--- config.mk ---
export PLATFORM = sky130hd
export DESIGN_NAME = jk_register_bank_flat
export DESIGN_NICKNAME = d
export VERILOG_FILES = /design/src/rtl/jk_bank_pkg.sv /design/src/rtl/jk_register_bank_if.sv /design/src/rtl/jk_register_bank_bit_cell.sv /design/src/rtl/jk_register_bank.sv /design/src/flat_wrapper.sv
export SDC_FILE = /design/constraint.sdc
export NUM_CORES = 1
export LEC_CHECK = 0
export ABC_AREA = 1
export CAP_MARGIN = 20
export CORE_MARGIN = 4
export CORE_UTILIZATION = 33
export CTS_CLUSTER_SIZE = 30
export DETAILED_ROUTE_END_ITERATION = 6
export HOLD_SLACK_MARGIN = 0.03
export PLACE_DENSITY = 0.76
export REMOVE_ABC_BUFFERS = 1
export SETUP_SLACK_MARGIN = 0.3
export SYNTH_ARGS = -nofsm -noshare
export SYNTH_HDL_FRONTEND = slang
export SYNTH_HIERARCHICAL = 1
export SYNTH_SLANG_ARGS = --single-unit
--- constraint.sdc ---
create_clock -name clock_pos -period 1.2 [get_ports clock_pos]
set_input_delay 0.24 -clock clock_pos [delete_from_list [all_inputs] [get_ports clock_pos]]
set_output_delay 0.24 -clock clock_pos [all_outputs]
set_load 0.01 [all_outputs]
--- src/rtl/jk_bank_pkg.sv ---
// Shared mode encodings for the JK register bank.
package jk_bank_pkg;

  typedef enum logic [1:0] {
    MODE_JK   = 2'b00,
    MODE_LOAD = 2'b01,
    MODE_SHL  = 2'b10,
    MODE_ROL  = 2'b11
  } mode_e;

endpackage : jk_bank_pkg

--- src/rtl/jk_register_bank_if.sv ---
// Control/data bundle for jk_register_bank.
// JK_CHANGE_COUNT_EN adds change_count and its COUNT_WIDTH parameter.
interface jk_register_bank_if
  import jk_bank_pkg::*;
#(
  parameter int WIDTH = 8
`ifdef JK_CHANGE_COUNT_EN
  ,
  parameter int COUNT_WIDTH = 16
`endif
);

  logic             enable;
  mode_e            mode;
  logic [WIDTH-1:0] signal_J;
  logic [WIDTH-1:0] signal_K;
  logic [WIDTH-1:0] data_in;
  logic             serial_in;
  logic [WIDTH-1:0] clear_mask;
  logic [WIDTH-1:0] preset_mask;
  logic [WIDTH-1:0] signal_out;
  logic [WIDTH-1:0] signal_out_neg;
  logic             serial_out;
  logic             changed;
`ifdef JK_CHANGE_COUNT_EN
  logic [COUNT_WIDTH-1:0] change_count;

  modport master (
    output enable, mode, signal_J, signal_K, data_in, serial_in,
           clear_mask, preset_mask,
    input  signal_out, signal_out_neg, serial_out, changed, change_count
  );

  modport slave (
    input  enable, mode, signal_J, signal_K, data_in, serial_in,
           clear_mask, preset_mask,
    output signal_out, signal_out_neg, serial_out, changed, change_count
  );
`else
  modport master (
    output enable, mode, signal_J, signal_K, data_in, serial_in,
           clear_mask, preset_mask,
    input  signal_out, signal_out_neg, serial_out, changed
  );

  modport slave (
    input  enable, mode, signal_J, signal_K, data_in, serial_in,
           clear_mask, preset_mask,
    output signal_out, signal_out_neg, serial_out, changed
  );
`endif

endinterface : jk_register_bank_if

--- src/rtl/jk_register_bank_bit_cell.sv ---
// Next-state logic for one bank bit: mode result, then clear/preset priority.
module jk_bit_cell
  import jk_bank_pkg::*;
(
  input  logic  i_q,
  input  logic  i_j,
  input  logic  i_k,
  input  logic  i_load_d,
  input  logic  i_shl_d,
  input  logic  i_rol_d,
  input  logic  i_enable,
  input  logic  i_clear,
  input  logic  i_preset,
  input  mode_e i_mode,
  output logic  o_d
);

  logic w_jk;
  logic w_mode_d;

  always_comb begin
    w_jk = i_q;
    unique case ({i_j, i_k})
      2'b00:   w_jk = i_q;
      2'b01:   w_jk = 1'b0;
      2'b10:   w_jk = 1'b1;
      default: w_jk = ~i_q;
    endcase
  end

  always_comb begin
    w_mode_d = i_q;
    unique case (i_mode)
      MODE_JK:   w_mode_d = w_jk;
      MODE_LOAD: w_mode_d = i_load_d;
      MODE_SHL:  w_mode_d = i_shl_d;
      MODE_ROL:  w_mode_d = i_rol_d;
      default:   w_mode_d = i_q;
    endcase
  end

  // Masks act regardless of enable; clear wins over preset.
  always_comb begin
    o_d = i_q;
    if (i_clear) begin
      o_d = 1'b0;
    end else if (i_preset) begin
      o_d = 1'b1;
    end else if (i_enable) begin
      o_d = w_mode_d;
    end
  end

endmodule : jk_bit_cell

--- src/rtl/jk_register_bank.sv ---
// WIDTH-bit JK register bank with load/shift/rotate modes and change flag.
// JK_CHANGE_COUNT_EN adds a saturating change counter on the interface.
module jk_register_bank
  import jk_bank_pkg::*;
#(
  parameter int               WIDTH       = 8,
  parameter logic [WIDTH-1:0] RESET_VALUE = '0,
  parameter int               COUNT_WIDTH = 16
) (
  input logic               clock_pos,
  input logic               reset_pos,
  jk_register_bank_if.slave bus
);

  if (WIDTH < 2 || COUNT_WIDTH < 1) begin : g_param_check
    $error("jk_register_bank: WIDTH must be >= 2 and COUNT_WIDTH >= 1");
  end

  logic [WIDTH-1:0] r_state;
  logic             r_changed;
  logic [WIDTH-1:0] w_next;
  logic [WIDTH-1:0] w_shl;
  logic [WIDTH-1:0] w_rol;
  logic             w_diff;

  assign w_shl  = {r_state[WIDTH-2:0], bus.serial_in};
  assign w_rol  = {r_state[WIDTH-2:0], r_state[WIDTH-1]};
  assign w_diff = (w_next != r_state);

  for (genvar i = 0; i < WIDTH; i++) begin : g_cell
    jk_bit_cell u_cell (
      .i_q      (r_state[i]),
      .i_j      (bus.signal_J[i]),
      .i_k      (bus.signal_K[i]),
      .i_load_d (bus.data_in[i]),
      .i_shl_d  (w_shl[i]),
      .i_rol_d  (w_rol[i]),
      .i_enable (bus.enable),
      .i_clear  (bus.clear_mask[i]),
      .i_preset (bus.preset_mask[i]),
      .i_mode   (bus.mode),
      .o_d      (w_next[i])
    );
  end

  always_ff @(posedge clock_pos) begin
    if (reset_pos) begin
      r_state   <= RESET_VALUE;
      r_changed <= 1'b0;
    end else begin
      r_state   <= w_next;
      r_changed <= w_diff;
    end
  end

  assign bus.signal_out     = r_state;
  assign bus.signal_out_neg = ~r_state;
  assign bus.serial_out     = r_state[WIDTH-1];
  assign bus.changed        = r_changed;

`ifdef JK_CHANGE_COUNT_EN
  logic [COUNT_WIDTH-1:0] r_count;

  always_ff @(posedge clock_pos) begin
    if (reset_pos) begin
      r_count <= '0;
    end else if (w_diff && (r_count != '1)) begin
      r_count <= r_count + 1'b1;
    end
  end

  assign bus.change_count = r_count;
`endif

endmodule : jk_register_bank

--- src/flat_wrapper.sv ---
// flat-port wrapper written by rule: the top's interface ports become plain ports
module jk_register_bank_flat import jk_bank_pkg::*;
#(
  parameter int               WIDTH       = 8,
  parameter logic [WIDTH-1:0] RESET_VALUE = '0,
  parameter int               COUNT_WIDTH = 16
)
  (clock_pos, reset_pos, bus_enable, bus_mode, bus_signal_J, bus_signal_K, bus_data_in, bus_serial_in, bus_clear_mask, bus_preset_mask, bus_signal_out, bus_signal_out_neg, bus_serial_out, bus_changed);
  jk_register_bank_if #(.WIDTH(WIDTH)) bus_i ();
  input logic clock_pos;
  input logic reset_pos;
  input wire logic [$bits(bus_i.enable)-1:0] bus_enable;
  input wire logic [$bits(bus_i.mode)-1:0] bus_mode;
  input wire logic [$bits(bus_i.signal_J)-1:0] bus_signal_J;
  input wire logic [$bits(bus_i.signal_K)-1:0] bus_signal_K;
  input wire logic [$bits(bus_i.data_in)-1:0] bus_data_in;
  input wire logic [$bits(bus_i.serial_in)-1:0] bus_serial_in;
  input wire logic [$bits(bus_i.clear_mask)-1:0] bus_clear_mask;
  input wire logic [$bits(bus_i.preset_mask)-1:0] bus_preset_mask;
  output wire logic [$bits(bus_i.signal_out)-1:0] bus_signal_out;
  output wire logic [$bits(bus_i.signal_out_neg)-1:0] bus_signal_out_neg;
  output wire logic [$bits(bus_i.serial_out)-1:0] bus_serial_out;
  output wire logic [$bits(bus_i.changed)-1:0] bus_changed;
  assign bus_i.enable = bus_enable;
  assign bus_i.mode = bus_mode;
  assign bus_i.signal_J = bus_signal_J;
  assign bus_i.signal_K = bus_signal_K;
  assign bus_i.data_in = bus_data_in;
  assign bus_i.serial_in = bus_serial_in;
  assign bus_i.clear_mask = bus_clear_mask;
  assign bus_i.preset_mask = bus_preset_mask;
  assign bus_signal_out = bus_i.signal_out;
  assign bus_signal_out_neg = bus_i.signal_out_neg;
  assign bus_serial_out = bus_i.serial_out;
  assign bus_changed = bus_i.changed;
  jk_register_bank #(.WIDTH(WIDTH), .RESET_VALUE(RESET_VALUE), .COUNT_WIDTH(COUNT_WIDTH)) u_core (.clock_pos(clock_pos), .reset_pos(reset_pos), .bus(bus_i));
endmodule
Word level (Yosys, flattened, before mapping)
Cells that the tools add are included.

Add/subtract/negate cells: 0. Multipliers: 0. Divide/modulo/power cells: 0. Order comparisons: 0. Equal/unequal tests: 20. Shifts and indexed selects: 0. Mux-type cells: 40. Bitwise logic cells: 9. Reductions and logical operators: 10.

Operators by type and width (count): $pmux 1 s3 (15); $mux 1 (24); $eq 2x2->1 const B (10); $eq 2x1->1 const B (9); $logic_not 2->1 (9); $ne 8x8->1 (1); $not 1->1 (8); $not 8->8 (1); $pmux 1 s4 (1); $reduce_or 2->1 (1).

Bits in registers: 9. Bits in latches: 0. RAM bits: 0. ROM bits: 0. Input bits: 46. Output and inout port bits: 18. Word-level logic and storage cells: 81. Memories kept: 0.

Logic depth before layout (Yosys ltp)
Gate-level depths: netlist of the first run.

Word-level depth: 7. Mapped depth: 13. Depth with buffers taken out: 13.

Cells and area by module
Netlist of the first run, hierarchy kept.

Modules (own cells, without submodules): jk_bit_cell (times used 8, cells each 18, area an instance 77.6 um^2, sequential area each 0.0 um^2); jk_register_bank (times used 1, cells each 67, area an instance 401.6 um^2, sequential area each 180.2 um^2).

Worst setup path before layout of the first run
OpenSTA, ideal clock, no wires.

Path kind: register to register. From: reg u_core.r_state[5], in the netlist u_core/bus.signal_out[5]. To: reg u_core.r_changed, in the netlist u_core/bus.changed. Setup time: 126 ps. Data arrival time: 1261 ps. Required time: 1074 ps. Slack: -187 ps. Stages on the path, launching flop included: 14. Buffers on the path: 0. Clock period less this slack: 1387 ps. Cells stage by stage: dfxtp_1 > inv_1 > nand2_1 > nand3_1 > nand3_1 > nand2_1 > a21oi_2 > inv_1 > nand2_1 > nand2_1 > nor2_1 > nand2_1 > nor2_1 > nor2_1.

Elaborated cells between the ends (all ways): 11. Those cells by class: eq/ne (1); mux (9); bitwise (1).

RTL lines: start: declaration (RTL line jk_register_bank.sv:19) `logic [WIDTH-1:0] r_state;`; start signal: assignment (RTL line jk_register_bank.sv:51) `r_state <= w_next;`; $pmux 1 s3 (RTL line jk_register_bank_bit_cell.sv:33) `unique case (i_mode)`; $mux 1 (RTL line jk_register_bank_bit_cell.sv:49) `end else if (i_enable) begin`; $mux 1 (RTL line jk_register_bank_bit_cell.sv:47) `end else if (i_preset) begin`; $mux 1 (RTL line jk_register_bank_bit_cell.sv:45) `if (i_clear) begin`; named net u_core.w_next[6] (RTL line jk_register_bank.sv:21) `logic [WIDTH-1:0] w_next;`; $ne 8x8->1 (RTL line jk_register_bank.sv:28) `assign w_diff = (w_next != r_state);`; end signal: assignment (RTL line jk_register_bank.sv:52) `r_changed <= w_diff;`; end: declaration (RTL line jk_register_bank.sv:20) `logic r_changed;`.

The timed path passes the listed nets, and every way through them passes these cells. A chain may end at the register's enable or synchronous reset.

Final worst setup path of the first run
From: in bus_signal_K[5]. To: reg u_core.r_changed, in the netlist u_core/bus.changed.

Word-level cells in the longest chain between the ends: 7. Elaborated cells between the ends (all ways): 9. Those cells by class: eq/ne (3); mux (5); reduce/logical (1).

Ends and longest elaborated chain: start: declaration (RTL line flat_wrapper.sv:15) `input wire logic [$bits(bus_i.signal_K)-1:0] bus_signal_K;`; $eq 2x2->1 (tied with other cells) (RTL line jk_register_bank_bit_cell.sv:23) `unique case ({i_j, i_k})`; $pmux 1 s3 * (RTL line jk_register_bank_bit_cell.sv:23); $pmux 1 s3 * (RTL line jk_register_bank_bit_cell.sv:33); $mux 1 * (RTL line jk_register_bank_bit_cell.sv:49); $mux 1 * (RTL line jk_register_bank_bit_cell.sv:47); $mux 1 * (RTL line jk_register_bank_bit_cell.sv:45); named net u_core.w_next[5] (RTL line jk_register_bank.sv:21); $ne 8x8->1 * (RTL line jk_register_bank.sv:28).

Mark *: on every way through the listed nets, which the timed path passes. The rest lies on a longest branch.

==> flow_summary.rst, run 1 <==
.. list-table::
   :header-rows: 1

   * - Metric
     - Value
   * - Total overflow reported by the global router
     - 0
   * - Clock Skews
     - 0.00311 ns
   * - Port Buf Inserts
     - 63
   * - Pins Over Slew Limit
     - 0
   * - Count of cell types in the netlist
     - 10
   * - Layout Cells excl Fill
     - 362
   * - Global-route wire length before repair
     - 6920 um
   * - Top library cells by usage in the layout, fill and taps aside
     - sky130_fd_sc_hd__nand2_1, sky130_fd_sc_hd__buf_6, sky130_fd_sc_hd__clkdlybuf4s50_1
   * - Number of DRC markers after the initial detailed-route iteration
     - 122
   * - Start point of the critical path
     - bus_signal_K[5]
   * - Core occupancy in the finished layout
     - 84.0%
   * - Leakage
     - 1.22 nW
   * - Cell count after synthesis
     - 211
   * - Number of buffers inserted for hold repair after clock tree synthesis
     - 0
   * - Worst hold path stage count
     - 7
   * - Std-Cell Core Area
     - 2850 um^2
   * - Arrival time at the worst endpoint
     - 1.71 ns
   * - Maximum level of the CTS H-tree
     - 1
   * - Place WS
     - -0.825 ns
   * - CTS tree
     - done
   * - Internal power
     - 0.908 mW
   * - Destination of the worst hold path
     - u_core/bus.signal_out[2]
   * - Critical Path, Cell by Cell
     - clkdlybuf4s50_1 -> inv_1 -> nand2_1 -> nand2_1 -> a21oi_2 -> a21oi_2 -> buf_4 -> nand2_1 -> nand2_1 -> nor2_1 -> nand2_1 -> nor2_1 -> nor2_1
   * - ANT cells
     - 0
   * - Total count of hold-check failures in the final report
     - 0
   * - Placement Cell Area
     - 1930 um^2
   * - Cell at the slowest stage of the critical path
     - sky130_fd_sc_hd__clkdlybuf4s50_1
   * - Total iterations of the first detailed-routing run
     - 4
   * - Overall Global Routing Usage
     - 21.2%
   * - Worst r2r dst
     - u_core/bus.changed
   * - Max rail drop VDD
     - 0.357 mV
   * - Placed Cells
     - 334
   * - Most common library cell in the layout ignoring fill and taps
     - sky130_fd_sc_hd__nand2_1
   * - Shortest period the worst path allows
     - 1.55 ns
   * - Effective utilization at floorplan
     - 35.8%
   * - Endpoint kind of the worst setup timing path
     - flop
   * - Seq pwr share
     - 24.1%
   * - # DRC
     - 0
   * - Warning count from the yosys run
     - 6
   * - Routed length per placed instance
     - 13.4 um
   * - Final standard cell area without fillers
     - 2400 um^2
   * - Tcrit/Tclk final
     - 130%
   * - Antenna Nets Post-Route
     - 0
   * - Max-cap violations
     - 0
   * - Upper clock frequency limit
     - 0.643 GHz
   * - Detailed-route wire length
     - 4860 um
   * - Portion of total power attributed to the clock network
     - 18.1%
   * - Top-Level Pins
     - 64
   * - TritonCTS Buffers
     - 3
   * - Number of placement rows
     - 19
   * - Worst-case setup margin in the final layout
     - -0.354 ns
   * - Total design power
     - 1.40 mW
   * - Portion of total power attributed to combinational logic
     - 57.8%
   * - Die Area
     - 4050 um^2
   * - DR vias
     - 1752
   * - Depth of the worst register-to-register path
     - 13
   * - GPL Wtd Cong
     - 0.737
   * - Largest stage delay on the critical path
     - 0.46 ns
   * - Bufs on Longest Clock Path
     - 2
   * - Worst-path fanout max
     - 2
   * - Clock sink total
     - 9
   * - Cell type group with the largest total delay on the critical path
     - buffers and inverters
   * - Post-DP HPWL
     - 2620 um
   * - Pin count of the biggest net entering global routing
     - 13
   * - Power per unit of standard cell area
     - 584 nW/um^2
   * - Critical register-to-register path startpoint
     - u_core/bus.signal_out[4]
   * - Category of the worst setup path launch point
     - input pin
   * - Clock slew seen by the registers of the worst setup and hold paths
     - 0.06 ns
   * - Synthesized area per cell
     - 4.84 um^2
   * - Netlist Area Pre-Place
     - 1020 um^2
   * - Fin nets
     - 378
   * - Antenna violations before repair
     - 0
   * - Clock latency on the worst-skew pair
     - 0.28 ns
   * - Switching power total
     - 0.493 mW
   * - Relative slew slack
     - 76.4%
   * - RSZ-0062 raised after global routing
     - true
   * - Violations in the final reports
     - negative setup slack
   * - Switching share of total power
     - 35.2%
   * - Fraction of layout cells with a size suffix above 1
     - 40.5%
   * - Worst path required time
     - 1.36 ns
   * - Class of the most critical setup path
     - input pin to flop
   * - Combined buffer and inverter count along the critical path
     - 3
   * - Hold crit path type
     - input pin to flop
   * - Outcome
     - complete, but fails checks
   * - Part of the Yosys area used for sequential elements
     - 17.6%
   * - Post-synthesis sequential element count
     - 9
   * - Dominant cell type by count on the critical path
     - sky130_fd_sc_hd__nand2_1
   * - Fill cell instance count of the final layout
     - 181
   * - Chip height
     - 63.7 um
   * - Horizontal extent of the die
     - 63.7 um
   * - Worst-margin pin slew
     - 0.353 ns
   * - Flop2flop setup slack
     - -0.34 ns
   * - Area growth, synth to finish
     - 134%
   * - Vias/cell
     - 4.84
   * - Number of setup violations in the final report
     - 16
   * - Clk Tree Root Cell
     - sky130_fd_sc_hd__clkbuf_4
   * - Via count of the first global-routing pass
     - 1657
   * - Hold path startpoint
     - bus_enable
==> routing by layer <==
metal  part of all wire (%)  track usage (%)
met2                     52             39.1
met4                    2.3             9.43
met5                      0                0
met3                    8.2             4.26
met1                     37             22.9
==> timing repair <==
action,in CTS,in global routing
pin swaps,22,18
buffers inserted,13,9
gates cloned,2,0
setup endpoints to repair,27,27
gates resized for setup,148,45
==> worst min-delay path, stage by stage <==
cell                            delay [ns]
sky130_fd_sc_hd__dlygate4sd2_1        0.26
sky130_fd_sc_hd__buf_6                0.14
sky130_fd_sc_hd__nand2_2              0.06
sky130_fd_sc_hd__a21oi_2              0.06
sky130_fd_sc_hd__inv_1                0.06
sky130_fd_sc_hd__buf_4                0.09
sky130_fd_sc_hd__nor2_1               0.03
==> sequential cells by signal, summed over array words and instances, names as in the netlist <==
name,flops
u_core/bus.signal_out,8
u_core/bus.changed,1
==> power groups by stage <==
stage                     Sequential (mW)  Clock (mW)  Combinational, mW
after floorplan                     0.355           0              0.208
after global placement              0.344           0              0.583
after detailed placement            0.344           0              0.590
after CTS                           0.336       0.246              0.693
after global routing                0.340       0.282              0.875
final                               0.337       0.254              0.810
==> cell usage after synthesis <==
cell type	instances	area, um^2
sky130_fd_sc_hd__dfxtp_1	9	180
sky130_fd_sc_hd__clkbuf_1	1	3.75
sky130_fd_sc_hd__a21oi_2	8	70.1
sky130_fd_sc_hd__a21oi_1	8	40.0
sky130_fd_sc_hd__nand2_1	74	278
sky130_fd_sc_hd__inv_1	54	203
sky130_fd_sc_hd__buf_4	1	7.51
sky130_fd_sc_hd__nand3_1	24	120
sky130_fd_sc_hd__inv_2	2	7.51
sky130_fd_sc_hd__nor2_1	30	113
==> how the worst max path moves through the flow <==
stage | endpoint | slack, ns | cells after the start
floorplan | u_core/bus.changed | -0.20 | 13
global placement | u_core/bus.changed | -0.81 | 15
detailed placement | u_core/bus.changed | -0.82 | 15
CTS | u_core/bus.changed | -0.25 | 14
global route | u_core/bus.changed | -0.50 | 14
finish | u_core/bus.changed | -0.35 | 13
==> kinds of logic (layout without fill, tap and decap cells) <==
| kind of cell | count (synthesis) | after routing | share of synthesized area [%] |
|---|---|---|---|
| compound gates | 16 | 16 | 10.8 |
| buf+inv | 58 | 178 | 21.7 |
| simple gates | 128 | 128 | 49.9 |
| flops | 9 | 9 | 17.6 |
==> cell type report <==
cell class / instances / area (um^2) / share of cell area [%]
multi-input combinational: 144 / 703 / 29.3
tap: 31 / 38.8 / 1.62
inverter: 56 / 225 / 9.40
clock buffer: 4 / 26.3 / 1.10
timing repair buffer: 118 / 1200 / 50.0
sequential: 9 / 205 / 8.56
==> stage by stage <==
stage / hold slack, ns / setup TNS (ns)
floorplan: 0.312 / -0.202
global placement: 0.719 / -6.42
detailed placement: 0.734 / -6.61
CTS: 0.691 / -0.719
global route: 0.720 / -2.72
finish: 0.686 / -1.51
Power figures use the tool's default switching activity.
==> inputs of run 2 (changes only) <==
--- a/config.mk
+++ b/config.mk
@@ -6,7 +6,8 @@
 export NUM_CORES = 1
 export LEC_CHECK = 0
 export ABC_AREA = 1
-export CAP_MARGIN = 20
+export CAP_MARGIN = 25
+export CORE_ASPECT_RATIO = 1.4
 export CORE_MARGIN = 4
 export CORE_UTILIZATION = 33
 export CTS_CLUSTER_SIZE = 30
==> flow_summary.rst, run 2 (synthesis results as in run 1) <==
.. list-table::
   :header-rows: 1

   * - Metric
     - Value
   * - CTS tree
     - done
   * - Worst-path fanout max
     - 4
   * - Top-Level Pins
     - 64
   * - Portion of total power attributed to the clock network
     - 24.5%
   * - Placed Cells
     - 337
   * - Layout Cells excl Fill
     - 365
   * - Via count of the first global-routing pass
     - 1713
   * - Relative slew slack
     - 75.3%
   * - DR vias
     - 1743
   * - Cell at the slowest stage of the critical path
     - sky130_fd_sc_hd__dfxtp_4
   * - Clock latency on the worst-skew pair
     - 0.24 ns
   * - Clock slew seen by the registers of the worst setup and hold paths
     - 0.05 ns
   * - Total count of hold-check failures in the final report
     - 0
   * - Routed length per placed instance
     - 12.8 um
   * - Leakage
     - 1.21 nW
   * - ANT cells
     - 0
   * - Most common library cell in the layout ignoring fill and taps
     - sky130_fd_sc_hd__nand2_1
   * - Chip height
     - 73.9 um
   * - Pins Over Slew Limit
     - 0
   * - Number of DRC markers after the initial detailed-route iteration
     - 61
   * - Top library cells by usage in the layout, fill and taps aside
     - sky130_fd_sc_hd__nand2_1, sky130_fd_sc_hd__buf_6, sky130_fd_sc_hd__inv_1
   * - Port Buf Inserts
     - 63
   * - Horizontal extent of the die
     - 55.0 um
   * - Fin nets
     - 375
   * - Portion of total power attributed to combinational logic
     - 52.9%
   * - Outcome
     - complete, but fails checks
   * - Fraction of layout cells with a size suffix above 1
     - 41.2%
   * - Bufs on Longest Clock Path
     - 2
   * - Seq pwr share
     - 22.6%
   * - RSZ-0062 raised after global routing
     - true
   * - Effective utilization at floorplan
     - 35.2%
   * - Worst-margin pin slew
     - 0.369 ns
   * - Max reg flops
     - 8
   * - Max rail drop VDD
     - 0.670 mV
   * - Class of the most critical setup path
     - flop to flop
   * - Area growth, synth to finish
     - 133%
   * - Internal power
     - 0.997 mW
   * - Arrival time at the worst endpoint
     - 1.77 ns
   * - Category of the worst setup path launch point
     - flop
   * - Max-cap violations
     - 0
   * - Total overflow reported by the global router
     - 0
   * - TritonCTS Buffers
     - 3
   * - # DRC
     - 0
   * - Dominant cell type by count on the critical path
     - sky130_fd_sc_hd__nand2_1
   * - Maximum level of the CTS H-tree
     - 1
   * - Overall Global Routing Usage
     - 22.8%
   * - Detailed-route wire length
     - 4670 um
   * - Post-DP HPWL
     - 2610 um
   * - Number of setup violations in the final report
     - 11
   * - Switching share of total power
     - 33.3%
   * - Pin count of the biggest net entering global routing
     - 13
   * - Clock Skews
     - 0.00166 ns
   * - Endpoint kind of the worst setup timing path
     - flop
   * - GPL Wtd Cong
     - 0.778
   * - Shortest period the worst path allows
     - 1.66 ns
   * - Total Negative Setup Slacks
     - -1.45 ns
   * - Largest stage delay on the critical path
     - 0.37 ns
   * - Worst-case setup margin in the final layout
     - -0.457 ns
   * - Clk Tree Root Cell
     - sky130_fd_sc_hd__clkbuf_8
   * - Critical Path, Cell by Cell
     - inv_1 -> nand2_1 -> nand3_1 -> nand3_1 -> nand2_1 -> a21oi_2 -> inv_1 -> nand2_1 -> nand2_1 -> nor2_1 -> nand2_1 -> nor2_1 -> nor2_1
   * - Std-Cell Core Area
     - 2910 um^2
   * - Antenna violations before repair
     - 0
   * - Tcrit/Tclk final
     - 138%
   * - Violations in the final reports
     - negative setup slack
   * - Hold crit path type
     - input pin to flop
   * - Antenna Nets Post-Route
     - 0
   * - Upper clock frequency limit
     - 0.604 GHz
   * - Switching power total
     - 0.498 mW
   * - Die Area
     - 4060 um^2
   * - Number of placement rows
     - 23
   * - Total iterations of the first detailed-routing run
     - 4
   * - Vias/cell
     - 4.78
   * - Place WS
     - -0.852 ns
   * - Power per unit of standard cell area
     - 628 nW/um^2
   * - Global-route wire length before repair
     - 6900 um
   * - Worst path required time
     - 1.32 ns
   * - Clock sink total
     - 9
==> run 2: cell types whose count changed in the layout (fill, tap and decap cells not counted), moves of 3 or more <==
cell	change
sky130_fd_sc_hd__nand2_1	+4
sky130_fd_sc_hd__buf_4	-5
sky130_fd_sc_hd__nand3_1	+4
sky130_fd_sc_hd__nand2_2	-4
sky130_fd_sc_hd__a21oi_2	+3
sky130_fd_sc_hd__nor2_2	+10
sky130_fd_sc_hd__nand3_2	-4
sky130_fd_sc_hd__clkdlybuf4s50_1	-9
sky130_fd_sc_hd__clkbuf_8	+3
sky130_fd_sc_hd__dlygate4sd2_1	+8
sky130_fd_sc_hd__nor2_1	-9
==> run 2: worst paths after layout <==
path,startpoint,to,slack (ns),cells past startpoint
min,bus_data_in[3],u_core/bus.signal_out[3],0.70,8
max,u_core/bus.signal_out[6],u_core/bus.changed,-0.46,13
max reg2reg,u_core/bus.signal_out[6],u_core/bus.changed,-0.46,13
min reg2reg,u_core/bus.signal_out[4],u_core/bus.changed,0.82,6
==> run 2: power groups by stage <==
stage	Clock (mW)	Sequential (mW)	Combinational, mW
final	0.366	0.338	0.791
after global routing	0.387	0.341	0.853
after global placement	0	0.342	0.581
after floorplan	0	0.355	0.208
after CTS	0.360	0.340	0.725
after detailed placement	0	0.342	0.589
==> run 2: metrics by stage <==
step,area (um^2),power [mW],hold WS [ns],util [%]
after floorplan,1010,0.562,0.312,-
after global placement,1910,0.923,0.755,65.7
after detailed placement,1910,0.931,0.783,65.7
after CTS,2290,1.43,0.718,78.6
after global routing,2380,1.58,0.760,81.9
final,2380,1.50,0.700,81.9
==> run 2: timing repair <==
| action | in CTS | in global routing |
|---|---|---|
| endpoints found under the setup margin | 27 | 27 |
| hold buffers | 0 | 0 |
| pin swaps | 34 | 14 |
| cloned | 3 | 0 |
| resized for setup | 186 | 23 |
| setup buffers | 15 | 6 |
==> run 2: metal layers <==
layer  part of all wire [%]  vias up  routed length [um]  global-route usage, %
li1                       -      858                   -                      -
met1                     34      784                1580                   22.3
met2                     55       84                2580                   42.8
met3                    7.6       17                 354                   5.27
met4                    3.2        0                 149                   10.5
met5                      0        -                   0                      0
==> run 2: final cells by class <==
type                            count  area (um^2)
Inverter                           56          230
Multi-Input combinational cell    144          691
Tap cell                           37         46.3
Clock buffer                        4         45.0
Fill cell                         183          526
Sequential cell                     9          205
Timing Repair Buffer              115         1160
==> run 2: critical path: cells and delay by family (launching register included) <==
family / cells / cell delay [ns]
and+or+nand+nor: 10 / 0.88
DFF: 1 / 0.37
AOI/OAI and AO/OA: 1 / 0.15
buffers and inverters: 2 / 0.13
==> inputs of run 3 (changes only) <==
--- a/config.mk
+++ b/config.mk
@@ -15,7 +15,6 @@
 export HOLD_SLACK_MARGIN = 0.03
 export PLACE_DENSITY = 0.76
 export REMOVE_ABC_BUFFERS = 1
-export SETUP_SLACK_MARGIN = 0.3
 export SYNTH_ARGS = -nofsm -noshare
 export SYNTH_HDL_FRONTEND = slang
 export SYNTH_HIERARCHICAL = 1
==> flow_summary.rst, run 3 (synthesis results as in run 1) <==
.. list-table::
   :header-rows: 1

   * - Metric
     - Value
   * - Routed length per placed instance
     - 11.1 um
   * - Top-Level Pins
     - 64
   * - Fraction of layout cells with a size suffix above 1
     - 31.5%
   * - Placed Cells
     - 337
   * - Power per unit of standard cell area
     - 646 nW/um^2
   * - Number of placement rows
     - 23
   * - Placement Cell Area
     - 1910 um^2
   * - Outcome
     - complete, but fails checks
   * - Clock Skews
     - 0.00355 ns
   * - Number of buffers inserted for hold repair after clock tree synthesis
     - 0
   * - Detailed-route wire length
     - 3910 um
   * - Global-route wire length before repair
     - 6020 um
   * - Hold crit path type
     - input pin to flop
   * - Relative slew slack
     - 74.3%
   * - Total count of hold-check failures in the final report
     - 0
   * - Worst Hold Margin
     - 0.714 ns
   * - Bufs on Longest Clock Path
     - 2
   * - Clock slew seen by the registers of the worst setup and hold paths
     - 0.05 ns
   * - Horizontal extent of the die
     - 55.0 um
   * - Port Buf Inserts
     - 63
   * - Leakage
     - 1.08 nW
   * - Category of the worst setup path launch point
     - input pin
   * - Pin count of the biggest net entering global routing
     - 13
   * - Worst-path fanout max
     - 2
   * - Area growth, synth to finish
     - 104%
   * - ANT cells
     - 0
   * - Max reg flops
     - 8
   * - Fill cell instance count of the final layout
     - 253
   * - Total overflow reported by the global router
     - 0
   * - Depth of the worst register-to-register path
     - 13
   * - GPL Wtd Cong
     - 0.778
   * - Via count of the first global-routing pass
     - 1519
   * - TritonCTS Buffers
     - 3
   * - Max rail drop VDD
     - 0.643 mV
   * - Antenna Nets Post-Route
     - 0
   * - Cell at the slowest stage of the critical path
     - sky130_fd_sc_hd__clkdlybuf4s50_1
   * - Final standard cell area without fillers
     - 2090 um^2
   * - Total Negative Setup Slacks
     - -0.680 ns
   * - Clock sink total
     - 9
   * - Worst-case setup margin in the final layout
     - -0.335 ns
   * - Total design power
     - 1.35 mW
   * - Post-DP HPWL
     - 2610 um
   * - Class of the most critical setup path
     - input pin to flop
   * - Critical Path, Cell by Cell
     - clkdlybuf4s50_1 -> inv_1 -> nand2_1 -> nand2_1 -> a21oi_1 -> a21oi_2 -> buf_4 -> nand2_1 -> nand2_1 -> nor2_2 -> nand2_1 -> nor2_1 -> nor2_1
   * - Layout Cells excl Fill
     - 351
   * - Arrival time at the worst endpoint
     - 1.64 ns
   * - Maximum level of the CTS H-tree
     - 1
   * - Antenna violations before repair
     - 0
   * - Chip height
     - 73.9 um
   * - RSZ-0062 raised after global routing
     - true
   * - Worst hold path stage count
     - 5
   * - Shortest period the worst path allows
     - 1.54 ns
   * - # DRC
     - 0
   * - Clk Tree Root Cell
     - sky130_fd_sc_hd__clkbuf_8
   * - Largest stage delay on the critical path
     - 0.45 ns
   * - DR vias
     - 1584
   * - Worst-margin pin slew
     - 0.385 ns
   * - Dominant cell type by count on the critical path
     - sky130_fd_sc_hd__nand2_1
   * - Pins Over Slew Limit
     - 0
   * - Combined buffer and inverter count along the critical path
     - 3
   * - Cell type group with the largest total delay on the critical path
     - buffers and inverters
   * - Tcrit/Tclk final
     - 128%
   * - Die Area
     - 4060 um^2
   * - Critical path depth in cells
     - 13
   * - Endpoint kind of the worst setup timing path
     - flop
   * - Worst path required time
     - 1.31 ns
   * - Vias/cell
     - 4.51
   * - Upper clock frequency limit
     - 0.651 GHz
   * - Number of setup violations in the final report
     - 4
   * - Violations in the final reports
     - negative setup slack
   * - Max-cap violations
     - 0
   * - Std-Cell Core Area
     - 2910 um^2
   * - Clock latency on the worst-skew pair
     - 0.24 ns
   * - Most common library cell in the layout ignoring fill and taps
     - sky130_fd_sc_hd__nand2_1
   * - Number of DRC markers after the initial detailed-route iteration
     - 20
   * - Total iterations of the first detailed-routing run
     - 6
   * - Effective utilization at floorplan
     - 35.2%
   * - Top library cells by usage in the layout, fill and taps aside
     - sky130_fd_sc_hd__nand2_1, sky130_fd_sc_hd__inv_1, sky130_fd_sc_hd__clkdlybuf4s50_1
   * - Fin nets
     - 361
   * - CTS tree
     - done
   * - Overall Global Routing Usage
     - 19.8%
## run 3: cell types whose count changed in the layout (fill, tap and decap cells not counted), sizes merged
| cell | before | now |
|---|---|---|
| buf | 71 | 46 |
| dlygate4sd2 | 13 | 8 |
| dlymetal6s2s | 0 | 1 |
| clkdlybuf4s50 | 30 | 35 |
| clkdlybuf4s15 | 0 | 2 |
| clkbuf | 5 | 13 |
## run 3: worst paths after layout
kind | start | to | slack (ns)
worst max-delay path | bus_signal_K[1] | u_core/bus.changed | -0.34
worst min register to register | u_core/bus.signal_out[4] | u_core/bus.changed | 0.76
worst max register to register | u_core/bus.signal_out[0] | u_core/bus.changed | -0.27
worst min-delay path | bus_clear_mask[1] | u_core/bus.signal_out[1] | 0.71
## run 3: final cells by class
class | instances | area (um^2) | area share, %
Clock buffer | 4 | 45.0 | 2.16
Timing Repair Buffer | 101 | 916 | 43.9
Multi-Input combinational cell | 144 | 668 | 32.0
Sequential cell | 9 | 203 | 9.71
Tap cell | 37 | 46.3 | 2.22
Inverter | 56 | 210 | 10.1
## run 3: per-layer routing
layer,up-vias,track usage [%],part of all wire (%)
li1,828,-,-
met1,692,19.7,36
met2,49,36.4,54
met3,15,4.67,6.2
met4,0,9.46,3.5
met5,-,0,0
## run 3: per-stage QoR
stage	setup WS, ns	util, %
finish	-0.335	71.8
global route	-0.459	71.8
CTS	-0.250	71.5
detailed placement	-0.852	65.7
global placement	-0.779	65.7
floorplan	-0.202	-
## run 3: report_power, final
group | switching, mW | internal [mW] | total [mW]
clock | 0.128 | 0.232 | 0.361
combinational | 0.288 | 0.365 | 0.653
sequential | 0.0216 | 0.315 | 0.336
total | 0.438 | 0.912 | 1.35
## run 3: what timing repair did
item | 4_1_cts | 5_1_grt
hold endpoints to repair | 0 | 0
pin swaps | 20 | 18
setup buffers | 7 | 2
setup endpoints to repair | 27 | 21
gates resized for setup | 95 | 36
cloned | 3 | 0
## run 3: worst min-delay path, cell delays in order
cell                              delay [ns]
sky130_fd_sc_hd__clkdlybuf4s50_1        0.47
sky130_fd_sc_hd__a21oi_2                0.05
sky130_fd_sc_hd__inv_2                  0.05
sky130_fd_sc_hd__buf_6                  0.08
sky130_fd_sc_hd__nor2_1                 0.02
